[src/rtl/mux4x2_ctl_pkg.sv]
// mux4x2_ctl_pkg
//   Shared definitions for the 4-in / 2-out ring mux controller:
//   select width and encodings driven onto the datapath mux, the
//   grant-source type used per output, and a one-hot to index helper.
package mux4x2_ctl_pkg;

  localparam int SEL_W = 3;

  // Select values 0..3 address a ring port directly.
  localparam logic [SEL_W-1:0] SEL_LOCAL = 3'd4;
  localparam logic [SEL_W-1:0] SEL_IDLE  = 3'd7;

  typedef enum logic [1:0] {
    SRC_IDLE  = 2'd0,
    SRC_RING  = 2'd1,
    SRC_LOCAL = 2'd2
  } grant_src_e;

  function automatic logic [1:0] oh2idx(input logic [3:0] oh);
    logic [1:0] idx;
    idx = 2'd0;
    if (oh[3])      idx = 2'd3;
    else if (oh[2]) idx = 2'd2;
    else if (oh[1]) idx = 2'd1;
    return idx;
  endfunction

endpackage

[src/rtl/mux4x2_ctl_rr_arb4.sv]
// rr_arb4
//   Purely combinational 4-way round-robin picker. Searches the request
//   vector starting at ptr and wrapping; returns a one-hot winner.
// Ports:
//   req  in  4  request vector
//   ptr  in  2  highest-priority index this cycle
//   gnt  out 4  one-hot winner (zero when no request)
//   any  out 1  at least one request present
module rr_arb4 (
  input  logic [3:0] req,
  input  logic [1:0] ptr,
  output logic [3:0] gnt,
  output logic       any
);

  logic [1:0] idx;
  logic       found;

  always_comb begin
    gnt   = 4'b0000;
    found = 1'b0;
    idx   = 2'd0;
    for (int n = 0; n < 4; n++) begin
      idx = ptr + 2'(n);
      if (!found && req[idx]) begin
        gnt[idx] = 1'b1;
        found    = 1'b1;
      end
    end
  end

  assign any = |req;

endmodule

[src/rtl/mux4x2_ctl.sv]
// mux4x2_ctl
//   Grant controller for a 4-input ring mux with two outputs. Each output
//   picks among the ring ports addressed to it (round-robin) and a local
//   injector; a local injector that has been denied STARVE_LIMIT cycles in
//   a row takes top priority. Decisions are combinational (zero latency to
//   the datapath mux); only round-robin pointers and starvation counters
//   are registered.
// Ports:
//   clk         in   1  clock, rising edge
//   rst         in   1  asynchronous reset, active low
//   req_i       in   4  ring port i holds a flit
//   dst_i       in   4  ring port i destination (0 = out0, 1 = out1)
//   linj_req_i  in   2  local injector k requests output k
//   out_rdy_i   in   2  output k downstream can accept
//   gnt_o       out  4  ring port i granted this cycle
//   linj_gnt_o  out  2  local injector k granted this cycle
//   sel0_o      out  3  out0 mux select (0..3 ring, 4 local, 7 idle)
//   sel1_o      out  3  out1 mux select
//   out_vld_o   out  2  output k carries a valid flit
module mux4x2_ctl
  import mux4x2_ctl_pkg::*;
#(
  parameter int STARVE_LIMIT = 8,
  parameter int CTR_W        = 4
) (
  input  logic             clk,
  input  logic             rst,
  input  logic [3:0]       req_i,
  input  logic [3:0]       dst_i,
  input  logic [1:0]       linj_req_i,
  input  logic [1:0]       out_rdy_i,
  output logic [3:0]       gnt_o,
  output logic [1:0]       linj_gnt_o,
  output logic [SEL_W-1:0] sel0_o,
  output logic [SEL_W-1:0] sel1_o,
  output logic [1:0]       out_vld_o
);

  localparam logic [CTR_W-1:0] LIMIT = CTR_W'(STARVE_LIMIT);

  logic [1:0][3:0]       ring_gnt;
  logic [1:0][SEL_W-1:0] sel;

  for (genvar k = 0; k < 2; k++) begin : g_out
    logic [1:0]       ptr_q;
    logic [CTR_W-1:0] cnt_q;
    logic [3:0]       cand;
    logic [3:0]       win;
    logic             any;
    grant_src_e       src;

    // dst selects exactly one output per port, so the two candidate sets
    // are disjoint and a port can never be granted on both outputs.
    assign cand = (k == 0) ? (req_i & ~dst_i) : (req_i & dst_i);

    rr_arb4 u_arb (
      .req (cand),
      .ptr (ptr_q),
      .gnt (win),
      .any (any)
    );

    // Reset forces idle combinationally so grants drop in the same cycle.
    always_comb begin
      src = SRC_IDLE;
      if (rst && out_rdy_i[k]) begin
        if (linj_req_i[k] && (cnt_q == LIMIT)) src = SRC_LOCAL;
        else if (any)                          src = SRC_RING;
        else if (linj_req_i[k])                src = SRC_LOCAL;
      end
    end

    always_comb begin
      ring_gnt[k]   = 4'b0000;
      sel[k]        = SEL_IDLE;
      linj_gnt_o[k] = 1'b0;
      out_vld_o[k]  = 1'b0;
      case (src)
        SRC_RING: begin
          ring_gnt[k]  = win;
          sel[k]       = {1'b0, oh2idx(win)};
          out_vld_o[k] = 1'b1;
        end
        SRC_LOCAL: begin
          sel[k]        = SEL_LOCAL;
          linj_gnt_o[k] = 1'b1;
          out_vld_o[k]  = 1'b1;
        end
        default: ;
      endcase
    end

    always_ff @(posedge clk or negedge rst) begin
      if (!rst) begin
        ptr_q <= 2'd0;
        cnt_q <= '0;
      end else begin
        if (src == SRC_RING) ptr_q <= oh2idx(win) + 2'd1;

        // A withdrawn request ends the starvation episode even while the
        // output is stalled; otherwise a stall freezes the count.
        if (!linj_req_i[k])          cnt_q <= '0;
        else if (!out_rdy_i[k])      cnt_q <= cnt_q;
        else if (src == SRC_LOCAL)   cnt_q <= '0;
        else if (cnt_q != LIMIT)     cnt_q <= cnt_q + 1'b1;
      end
    end
  end

  assign gnt_o  = ring_gnt[0] | ring_gnt[1];
  assign sel0_o = sel[0];
  assign sel1_o = sel[1];

endmodule

[config.mk]
export PLATFORM = sky130hd
export DESIGN_NAME = mux4x2_ctl
export DESIGN_NICKNAME = d
export VERILOG_FILES = /design/src/rtl/mux4x2_ctl_pkg.sv /design/src/rtl/mux4x2_ctl_rr_arb4.sv /design/src/rtl/mux4x2_ctl.sv
export SDC_FILE = /design/constraint.sdc
export NUM_CORES = 1
export LEC_CHECK = 0
export CAP_MARGIN = 10
export CORE_MARGIN = 3
export CORE_UTILIZATION = 50
export DETAILED_ROUTE_END_ITERATION = 8
export PLACE_DENSITY = 0.81
export SKIP_LAST_GASP = 1
export SLEW_MARGIN = 20
export SYNTH_ARGS = -nofsm -noshare
export SYNTH_HDL_FRONTEND = slang
export SYNTH_HIERARCHICAL = 1
export SYNTH_SLANG_ARGS = --single-unit
[constraint.sdc]
create_clock -name clk -period 3.4 [get_ports clk]
set_input_delay 0.68 -clock clk [delete_from_list [all_inputs] [get_ports clk]]
set_output_delay 0.68 -clock clk [all_outputs]
set_load 0.1 [all_outputs]
# Word-level counts from Yosys, hierarchy flattened
# Index checks and enable logic that the tools add are counted.
# op_classes
n_addsub,10
order_cmp,16
eq_ne,12
muxes,78
bitwise,10
reduce_logical,30
# ops
cell,count
$mux 4,18
$mux 1,28
$mux 2,14
$or 4x4->4,7
$lt 2x3->1 const B,8
$logic_and 1x1->1,18
$bmux 1 s2,8
$demux 1 s2,8
$ge 2x1->1 const B,8
$pmux 3 s2,2
$add 2x1->2 const B,4
$add 2x2->2 const B,4
$add 4x1->4 const B,2
$and 4x4->4,2
$eq 4x4->1 const B,2
$ne 4x4->1 const B,2
$reduce_or 4->1,2
$logic_not 1->1,6
$ne 3x1->1 const B,2
$eq 2x1->1 const B,2
$eq 2x2->1 const B,2
$ne 2x1->1 const B,2
$not 4->4,1
$reduce_and 2->1,2
$reduce_or 2->1,2
# word_totals
regBits,12
input_bits,14
output_inout_bits,14

# Depth between registers and ports, before layout
# Gate-level depths: netlist of the first run.
# logic_depth
depth_word,19
mapped_depth,9
depth_no_buf,9

# Hierarchy
# The synthesis of the first run kept the hierarchy.
# by_module_without_submodules
mod,n_inst,cells_each,area_each_um2
mux4x2_ctl,1,112,910.9
rr_arb4,2,37,345.3

# Worst setup path after synthesis of the first run
# OpenSTA, ideal clock, no wires.
# synth_timing
path_kind,input to output
from,in req_i[3]
to,out gnt_o[2]
t_arrival_ns,3.537
setup_slack_ns,-0.817
stages,8
path_buffers,1
path_cell_list,and2_1 -> mux4_2 -> buf_6 -> nor4b_4 -> nand2_1 -> o211ai_1 -> inv_1 -> o22ai_1
# synth_between
elab_chain_cells,15
# synth_rtl
element,line,text
"start, declared",mux4x2_ctl.sv:28,"input logic [3:0] req_i,"
$and 4x4->4 *,mux4x2_ctl.sv:54,assign cand = (k == 0) ? (req_i & ~dst_i) : (req_i & dst_i);
$bmux 1 s2,mux4x2_ctl_rr_arb4.sv:25,if (!found && req[idx]) begin
$mux 1 (implied by the code),mux4x2_ctl_rr_arb4.sv:25,
$mux 1,mux4x2_ctl_rr_arb4.sv:25,
$logic_not 1->1,mux4x2_ctl_rr_arb4.sv:25,
$logic_and 1x1->1,mux4x2_ctl_rr_arb4.sv:25,
$mux 1,mux4x2_ctl_rr_arb4.sv:25,
$logic_not 1->1,mux4x2_ctl_rr_arb4.sv:25,
$logic_and 1x1->1,mux4x2_ctl_rr_arb4.sv:25,
$mux 1,mux4x2_ctl_rr_arb4.sv:25,
$logic_not 1->1,mux4x2_ctl_rr_arb4.sv:25,
$logic_and 1x1->1,mux4x2_ctl_rr_arb4.sv:25,
$mux 4 *,mux4x2_ctl_rr_arb4.sv:25,
named net g_out[1].win[2],mux4x2_ctl.sv:48,logic [3:0] win;
$mux 4 *,mux4x2_ctl.sv:78,case (src)
$or 4x4->4 *,mux4x2_ctl.sv:110,assign gnt_o = ring_gnt[0] | ring_gnt[1];
"end, declared",mux4x2_ctl.sv:32,"output logic [3:0] gnt_o,"
# The timed path passes the listed nets; every way through them passes the cells marked *. The select of a mux whose other input is x is not followed.

# Final worst setup path of the first run
# layout_timing
from,in dst_i[3]
to,out gnt_o[2]
# layout_lines
element,line,text
"start, declared",mux4x2_ctl.sv:29,"input logic [3:0] dst_i,"
$and 4x4->4 *,mux4x2_ctl.sv:54,
named net g_out[1].cand[3],mux4x2_ctl.sv:47,logic [3:0] cand;
$bmux 1 s2,mux4x2_ctl_rr_arb4.sv:25,
$mux 1 (implied by the code),mux4x2_ctl_rr_arb4.sv:25,
$mux 1,mux4x2_ctl_rr_arb4.sv:25,
$logic_not 1->1,mux4x2_ctl_rr_arb4.sv:25,
$logic_and 1x1->1,mux4x2_ctl_rr_arb4.sv:25,
$mux 1,mux4x2_ctl_rr_arb4.sv:25,
$logic_not 1->1,mux4x2_ctl_rr_arb4.sv:25,
$logic_and 1x1->1,mux4x2_ctl_rr_arb4.sv:25,
$mux 1,mux4x2_ctl_rr_arb4.sv:25,
$logic_not 1->1,mux4x2_ctl_rr_arb4.sv:25,
$logic_and 1x1->1,mux4x2_ctl_rr_arb4.sv:25,
$mux 4 *,mux4x2_ctl_rr_arb4.sv:25,
named net g_out[1].win[2],mux4x2_ctl.sv:48,
$mux 4 *,mux4x2_ctl.sv:78,
$or 4x4->4 *,mux4x2_ctl.sv:110,
# Marks and branches as above.

==> results of run 1 <==
[cells in the final DEF (no fill, tap or decap), drive strengths merged, types with 3 or more instances in the layout]
cell type | netlist | layout
o22ai | 3 | 3
o21ai | 4 | 4
nor2b | 8 | 8
a21oi | 14 | 14
and2 | 4 | 4
clkbuf | 0 | 4
a21o | 10 | 10
a22o | 3 | 3
o211ai | 8 | 8
buf | 2 | 64
inv | 28 | 26
mux4 | 8 | 8
clkdlybuf4s50 | 0 | 5
nand2 | 24 | 24
dfrtp | 12 | 12
or4 | 4 | 4
ha | 20 | 20
nor2 | 10 | 10
[registers in the layout, indices dropped and copies added, names as in the netlist]
register     flops
g_out.cnt_q      8
g_out.ptr_q      4
[layer usage]
layer / global-route usage, % / vias up
li1: - / 817
met1: 31.2 / 889
met2: 48.6 / 93
met3: 3.06 / 15
met4: 7.71 / 0
met5: 0 / -
[kinds of logic after synthesis]
group / count (synthesis)
AOI/OAI and AO/OA: 52
adders and majority gates: 20
buffers and inverters: 30
DFF: 12
muxes: 8
and+or+nand+nor: 64
[final timing paths]
check / depth (start not counted) / end / slack (ps) / start
max in group asynchronous: 2 / g_out[0].ptr_q[1] / 2330 / rst
worst min-delay path: 2 / g_out[1].cnt_q[3] / 570 / g_out[1].cnt_q[3]
worst max-delay path: 10 / gnt_o[2] / 20 / dst_i[3]
min in group asynchronous: 1 / g_out[1].cnt_q[1] / 640 / rst
worst min register to register: 2 / g_out[1].cnt_q[3] / 570 / g_out[1].cnt_q[3]
worst max register to register: 11 / g_out[0].ptr_q[1] / 820 / g_out[0].ptr_q[0]
[final cells by class]
type	instances	area (µm²)	share of cell area [%]
Clock buffer	4	36.3	1.39
Inverter	28	113	4.31
Multi-Input combinational cell	144	1350	51.9
Sequential cell	12	302	11.6
Tap cell	42	52.6	2.01
Timing Repair Buffer	69	753	28.9
[worst reg2reg max path: stages (launching register included)]
cell and delay, ps:
dfrtp_1 400, inv_1 160, ha_4 240, mux4_2 350, nor4b_4 280, buf_4 160
nand2_1 50, o211ai_1 180, buf_4 190, buf_4 100, nor2_1 50, o31ai_1 300
[timing repair]
item,CTS,global route
gates resized for setup,55,19
pin swaps,14,15
buffers inserted,7,3
setup endpoints to repair,11,8
hold buffers,0,0
[metrics by stage]
stage                     setup slack [ps]  total power [mW]  std cells
after floorplan                      -56.1              1.02        186
after global placement                -304              1.44        288
after detailed placement              -390              1.49        288
after CTS                             2.30              1.69        297
after global routing                  -126              1.93        299
final                                 23.9              1.82        299
[where the power goes]
part,internal [mW],switching [mW],total [mW],leakage (nW)
clock,0.0653,0.0525,0.118,0.0210
sequential,0.170,0.0199,0.189,0.158
combinational,0.698,0.818,1.52,1.01
==> flow_metrics.py, run 1 <==
metrics = {
    "setup_path": {
        "crit_path_top_delay_cell": "mux4_2",
        "worst-setup-path-type": "primary input to primary output",
        "crit_chain": "buf_4, and2_4, mux4_2, nor4b_4, nand2_1, o211ai_1, inv_2, buf_6, o22ai_4, buf_12",
        "start_kind": "primary input",
        "cp.required_ps": 2720,
        "cpPeakStageDelay_ps": 540,
        "cp_top_family": "simple AND/OR/NAND/NOR gates",
        "critPathCaptureType": "primary output",
        "cp_num_buf_inv": 4,
        "worstPathArrival_ps": 2700,
        "worstPathMaxFanout": 4,
    },
    "synth": {
        "synth_fa_ha_area_share_pct": 15.6,
        "synthXorXnorAreaFrac_pct": 0,
        "yosys_warnings": 6,
        "synth_edf_count": 0,
        "ys_seq_area_share_pct": 18.8,
        "syn_inst": 186,
        "ys_ff_latch": 12,
        "syn-num-nets": 220,
        "yosys.area.top_type_share_pct": 18.8,
        "synth-compound-area-share_pct": 22.7,
        "synth-async-reset-ratio_pct": 100,
        "synth_flop_cell": "dfrtp_1",
        "synth_mux_area_share_pct": 12.2,
        "yosys.cell_types.count": 31,
        "synth_top_family_by_area": "simple AND/OR/NAND/NOR gates",
        "netlist_area_um2": 1600,
        "syn_area_per_cell_um2": 8.61,
        "ys_top_cells_by_area": "dfrtp_1, ha_1, mux4_1",
        "synth-simple-area-share_pct": 22.8,
        "synth_area_leader_cell": "dfrtp_1",
        "synth_most_common_cell": "inv_1",
        "yosys-top-cells-count": "inv_1, nand2_1, ha_1, a21oi_1, dfrtp_1",
    },
    "sta": {
        "finalHoldViolCount": 0,
        "maxSlewViolCount": 0,
        "finalCritPeriodShare_pct": 99.3,
        "finalSetupTns_ps": 0,
        "finalClockSkew_ps": 9.83,
        "period_needed_ps": 3380,
        "setup_viol": 0,
        "slew-limit-headroom_pct": 75.8,
        "rsz0062_at_grt": "true",
        "tightest_slew_ps": 361,
        "holdWs_ps": 572,
        "fmax_mhz": 296,
    },
    "clock_network": {
        "clk_pin_slew_ps": 80,
        "cts_tree": "yes",
        "h-tree-depth": 1,
        "cts_sinks": 12,
        "cts_root_buf": "clkbuf_4",
        "clk_latency_ps": 290,
        "cts_made_buffers": 3,
        "cts_max_path_buffers": 2,
    },
    "die": {
        "row_count": 19,
        "die_area_um2": 3920,
        "die_w_um": 62.6,
        "initial_core_util_pct": 55.2,
        "io_pins": 28,
        "die_y_um": 62.6,
        "core_area_um2": 2900,
    },
    "drt": {
        "top_layer": "met4",
        "wl_per_cell_um": 18.6,
        "detailroute.wirelength.met2_um": 2880,
        "wl_met3_um": 329,
        "drt-met1-wl_um": 2200,
        "wl_um": 5560,
        "vias_per_cell": 6.07,
        "firstDrtPassIters": 4,
        "drc": 0,
        "vias": 1814,
        "drtAntennaViolNets": 0,
        "first_iter_violations": 246,
    },
    "placement": {
        "portBuffers": 27,
        "placed_cell_area_um2": 2400,
        "place.gp.congestion": 0.852,
        "dp_hpwl_um": 3800,
    },
    "cells_and_area": {
        "area_growth_pct": 63.0,
        "drive_gt1_share_pct": 45.1,
        "fillers": 133,
        "fin_util_pct": 90.0,
        "finalInstanceArea_um2": 2610,
        "final_nets": 292,
        "diodes": 0,
    },
    "outcome": {
        "outcome": "finished, final reports clean",
    },
    "power": {
        "power_density_nw_per_um2": 699,
        "ir_drop_mv": 0.549,
        "p_leak_nw": 1.19,
    },
    "global_routing": {
        "grt_antenna_before_repair": 0,
        "overflow": 0,
        "grt_max_degree": 11,
        "grt.total_usage_pct": 26.1,
        "grt_pass1_wl_um": 8340,
        "grt_pass1_vias": 1797,
    },
    "hold_path": {
        "hold_class": "flop to flop",
    },
    "job": {
        "drv_cap": 0,
    },
}
No activity file was read; power rests on OpenSTA's default activity.
==> inputs of run 2 (changes only) <==
ABC_AREA = 1   (was not set)
CTS_CLUSTER_DIAMETER = 60   (was not set)
PLACE_DENSITY = 0.8   (was 0.81)
==> flow_metrics.py, run 2 <==
metrics = {
    "setup_path": {
        "cp.required_ps": 2720,
        "worstPathMaxFanout": 4,
        "worst-setup-path-type": "primary input to primary output",
        "r2r_end": "g_out[0].ptr_q[0]",
        "r2r-start": "g_out[0].ptr_q[1]",
        "worstPathArrival_ps": 2670,
        "critPathCaptureType": "primary output",
        "reg2reg_setup_slack_ps": 1280,
        "start_kind": "primary input",
        "rr_worst_depth": 13,
    },
    "power": {
        "p_sw_share_pct": 59.3,
        "ir_drop_mv": 0.481,
        "internal_power_mw": 0.700,
        "power_density_nw_per_um2": 663,
        "pwr-share-seq_pct": 14.1,
        "power.share.combinational_pct": 80.3,
        "p_total_mw": 1.72,
        "p_leak_nw": 1.37,
        "p_switching_mw": 1.02,
        "clock_power_share_pct": 5.5,
    },
    "sta": {
        "tightest_slew_ps": 290,
        "finalHoldViolCount": 0,
        "finalClockSkew_ps": 2.46,
        "setup_viol": 0,
        "finalCritPeriodShare_pct": 98.6,
        "slew-limit-headroom_pct": 80.6,
        "fmax_mhz": 298,
        "maxSlewViolCount": 0,
        "period_needed_ps": 3350,
        "post-route-worst-setup-slack_ps": 49.1,
    },
    "synth": {
        "synth-compound-area-share_pct": 4.44,
        "synth_mux_area_share_pct": 0,
        "synthXorXnorAreaFrac_pct": 0.986,
        "synth-simple-area-share_pct": 50.5,
        "syn_area_per_cell_um2": 5.98,
        "syn_inst": 297,
        "yosys-top-cells-count": "nand2_1, nand3_1, inv_1, ha_1",
        "yosys.area.top_type_share_pct": 21.3,
        "yosys.cell_types.count": 20,
        "netlist_area_um2": 1780,
        "ys_ff_latch": 12,
        "synth_most_common_cell": "nand2_1",
        "ys_seq_area_share_pct": 16.9,
        "yosys_warnings": 6,
        "ys_top_cells_by_area": "nand2_1, dfrtp_1, nand3_1",
        "synth_top_family_by_area": "simple AND/OR/NAND/NOR gates",
        "synth_flop_cell": "dfrtp_1",
        "syn-num-nets": 331,
        "synth_edf_count": 0,
        "synth_area_leader_cell": "nand2_1",
        "synth-async-reset-ratio_pct": 100,
        "synth_fa_ha_area_share_pct": 14.1,
    },
    "clock_network": {
        "cts_tree": "yes",
        "cts_made_buffers": 3,
        "clk_pin_slew_ps": 80,
        "h-tree-depth": 1,
        "clk_latency_ps": 270,
        "cts_sinks": 12,
        "cts_root_buf": "clkbuf_4",
        "cts_max_path_buffers": 2,
    },
    "cells_and_area": {
        "final_nets": 376,
        "most-common-layout-cells": "nand2_1, nand3_1, inv_1",
        "largest_reg_flops": 8,
        "area_growth_pct": 46.0,
        "largest-register": "g_out.cnt_q",
        "diodes": 0,
        "top_regs": "g_out.cnt_q (8), g_out.ptr_q (4)",
        "fillers": 239,
        "drive_gt1_share_pct": 29.0,
        "final_common_cell": "nand2_1",
    },
    "drt": {
        "wl_um": 4460,
        "firstDrtPassIters": 4,
        "first_iter_violations": 161,
        "vias_per_cell": 5.04,
        "wl_per_cell_um": 11.5,
        "drtAntennaViolNets": 0,
        "vias": 1952,
        "drc": 0,
    },
    "job": {
        "drv_cap": 0,
    },
    "global_routing": {
        "grt.total_usage_pct": 20.4,
        "grt_antenna_before_repair": 0,
        "grt_pass1_wl_um": 7210,
        "grt_pass1_vias": 1767,
        "overflow": 0,
        "grt_max_degree": 12,
    },
    "die": {
        "die_w_um": 65.6,
        "core_area_um2": 3390,
        "die_area_um2": 4300,
        "row_count": 21,
        "io_pins": 28,
        "initial_core_util_pct": 52.4,
        "die_y_um": 65.6,
    },
    "hold_path": {
        "worstHoldStart": "g_out[1].cnt_q[1]",
        "hold_class": "flop to flop",
        "hold_end": "g_out[1].cnt_q[1]",
        "hold_depth": 2,
    },
    "placement": {
        "dp_hpwl_um": 3430,
        "dp_slack_ps": -5.13,
        "place.gp.congestion": 1.00,
        "portBuffers": 27,
    },
    "outcome": {
        "outcome": "finished, final reports clean",
    },
}
## run 2: layer usage
layer | share of wire, % | global-route usage, % | vias to the layer above
met3 | 3.6 | 2.39 | 2
met4 | 0.38 | 2.33 | 0
met5 | 0 | 0 | -
met2 | 50 | 36.4 | 55
li1 | - | - | 1022
met1 | 46 | 27.1 | 873
## run 2: kinds of logic after synthesis
kind of cell / after synthesis
adders and majority gates: 20
and+or+nand+nor: 188
DFF: 12
xor gates and xnor gates: 2
buffers and inverters: 62
AOI/OAI and AO/OA: 13
## run 2: worst max-delay path, stage by stage
cell	delay, ps
clkdlybuf4s50_1	430
buf_4	160
nand2_4	50
inv_4	40
nand2_2	100
nand3_1	120
nand2_2	110
nand2_2	70
nor2_4	150
nand2_2	70
nand3_2	60
inv_1	70
o211ai_1	290
clkbuf_16	270
## run 2: layout make-up
type	count	area [µm²]	area share, %
clock buffers	4	26.3	1.01
inverters	62	259	9.99
multi-input cells	223	1430	55.0
flip-flops and latches	12	304	11.7
well taps	46	57.6	2.22
repair buffers	40	519	20.0
## run 2: through the flow
stage          hold slack [ps]  instances  util [%]  setup TNS (ps)  area, µm²
6_report                   569        387      76.5               0       2590
5_1_grt                    622        387      76.5           -76.0       2590
4_1_cts                    569        386      73.0               0       2470
3_5_place_dp               546        382      72.2           -5.13       2450
3_3_place_gp               540        382      72.2               0       2450
2_1_floorplan              384        297         -            -438       1890
## run 2: worst max-delay path by stage
stage / from / endpoint / cells past startpoint
floorplan: req_i[0] / sel1_o[1] / 9
global placement: req_i[2] / sel0_o[1] / 12
detailed placement: req_i[2] / sel0_o[1] / 12
CTS: req_i[2] / sel0_o[1] / 12
global route: dst_i[2] / sel1_o[1] / 14
finish: dst_i[2] / sel1_o[1] / 14
## run 2: power by group through the flow
| stage | Combinational [mW] | Clock, mW | Sequential [mW] |
|---|---|---|---|
| floorplan | 0.963 | 0 | 0.234 |
| global placement | 1.27 | 0 | 0.239 |
| detailed placement | 1.28 | 0 | 0.240 |
| CTS | 1.28 | 0.0956 | 0.237 |
| global route | 1.50 | 0.104 | 0.252 |
| finish | 1.38 | 0.0950 | 0.243 |
## run 2: timing repair
item | in CTS | in global routing
pin swaps | 0 | 9
endpoints found under the setup margin | 2 | 7
gates resized for setup | 1 | 25
setup buffers | 0 | 1
hold buffers | 0 | 0
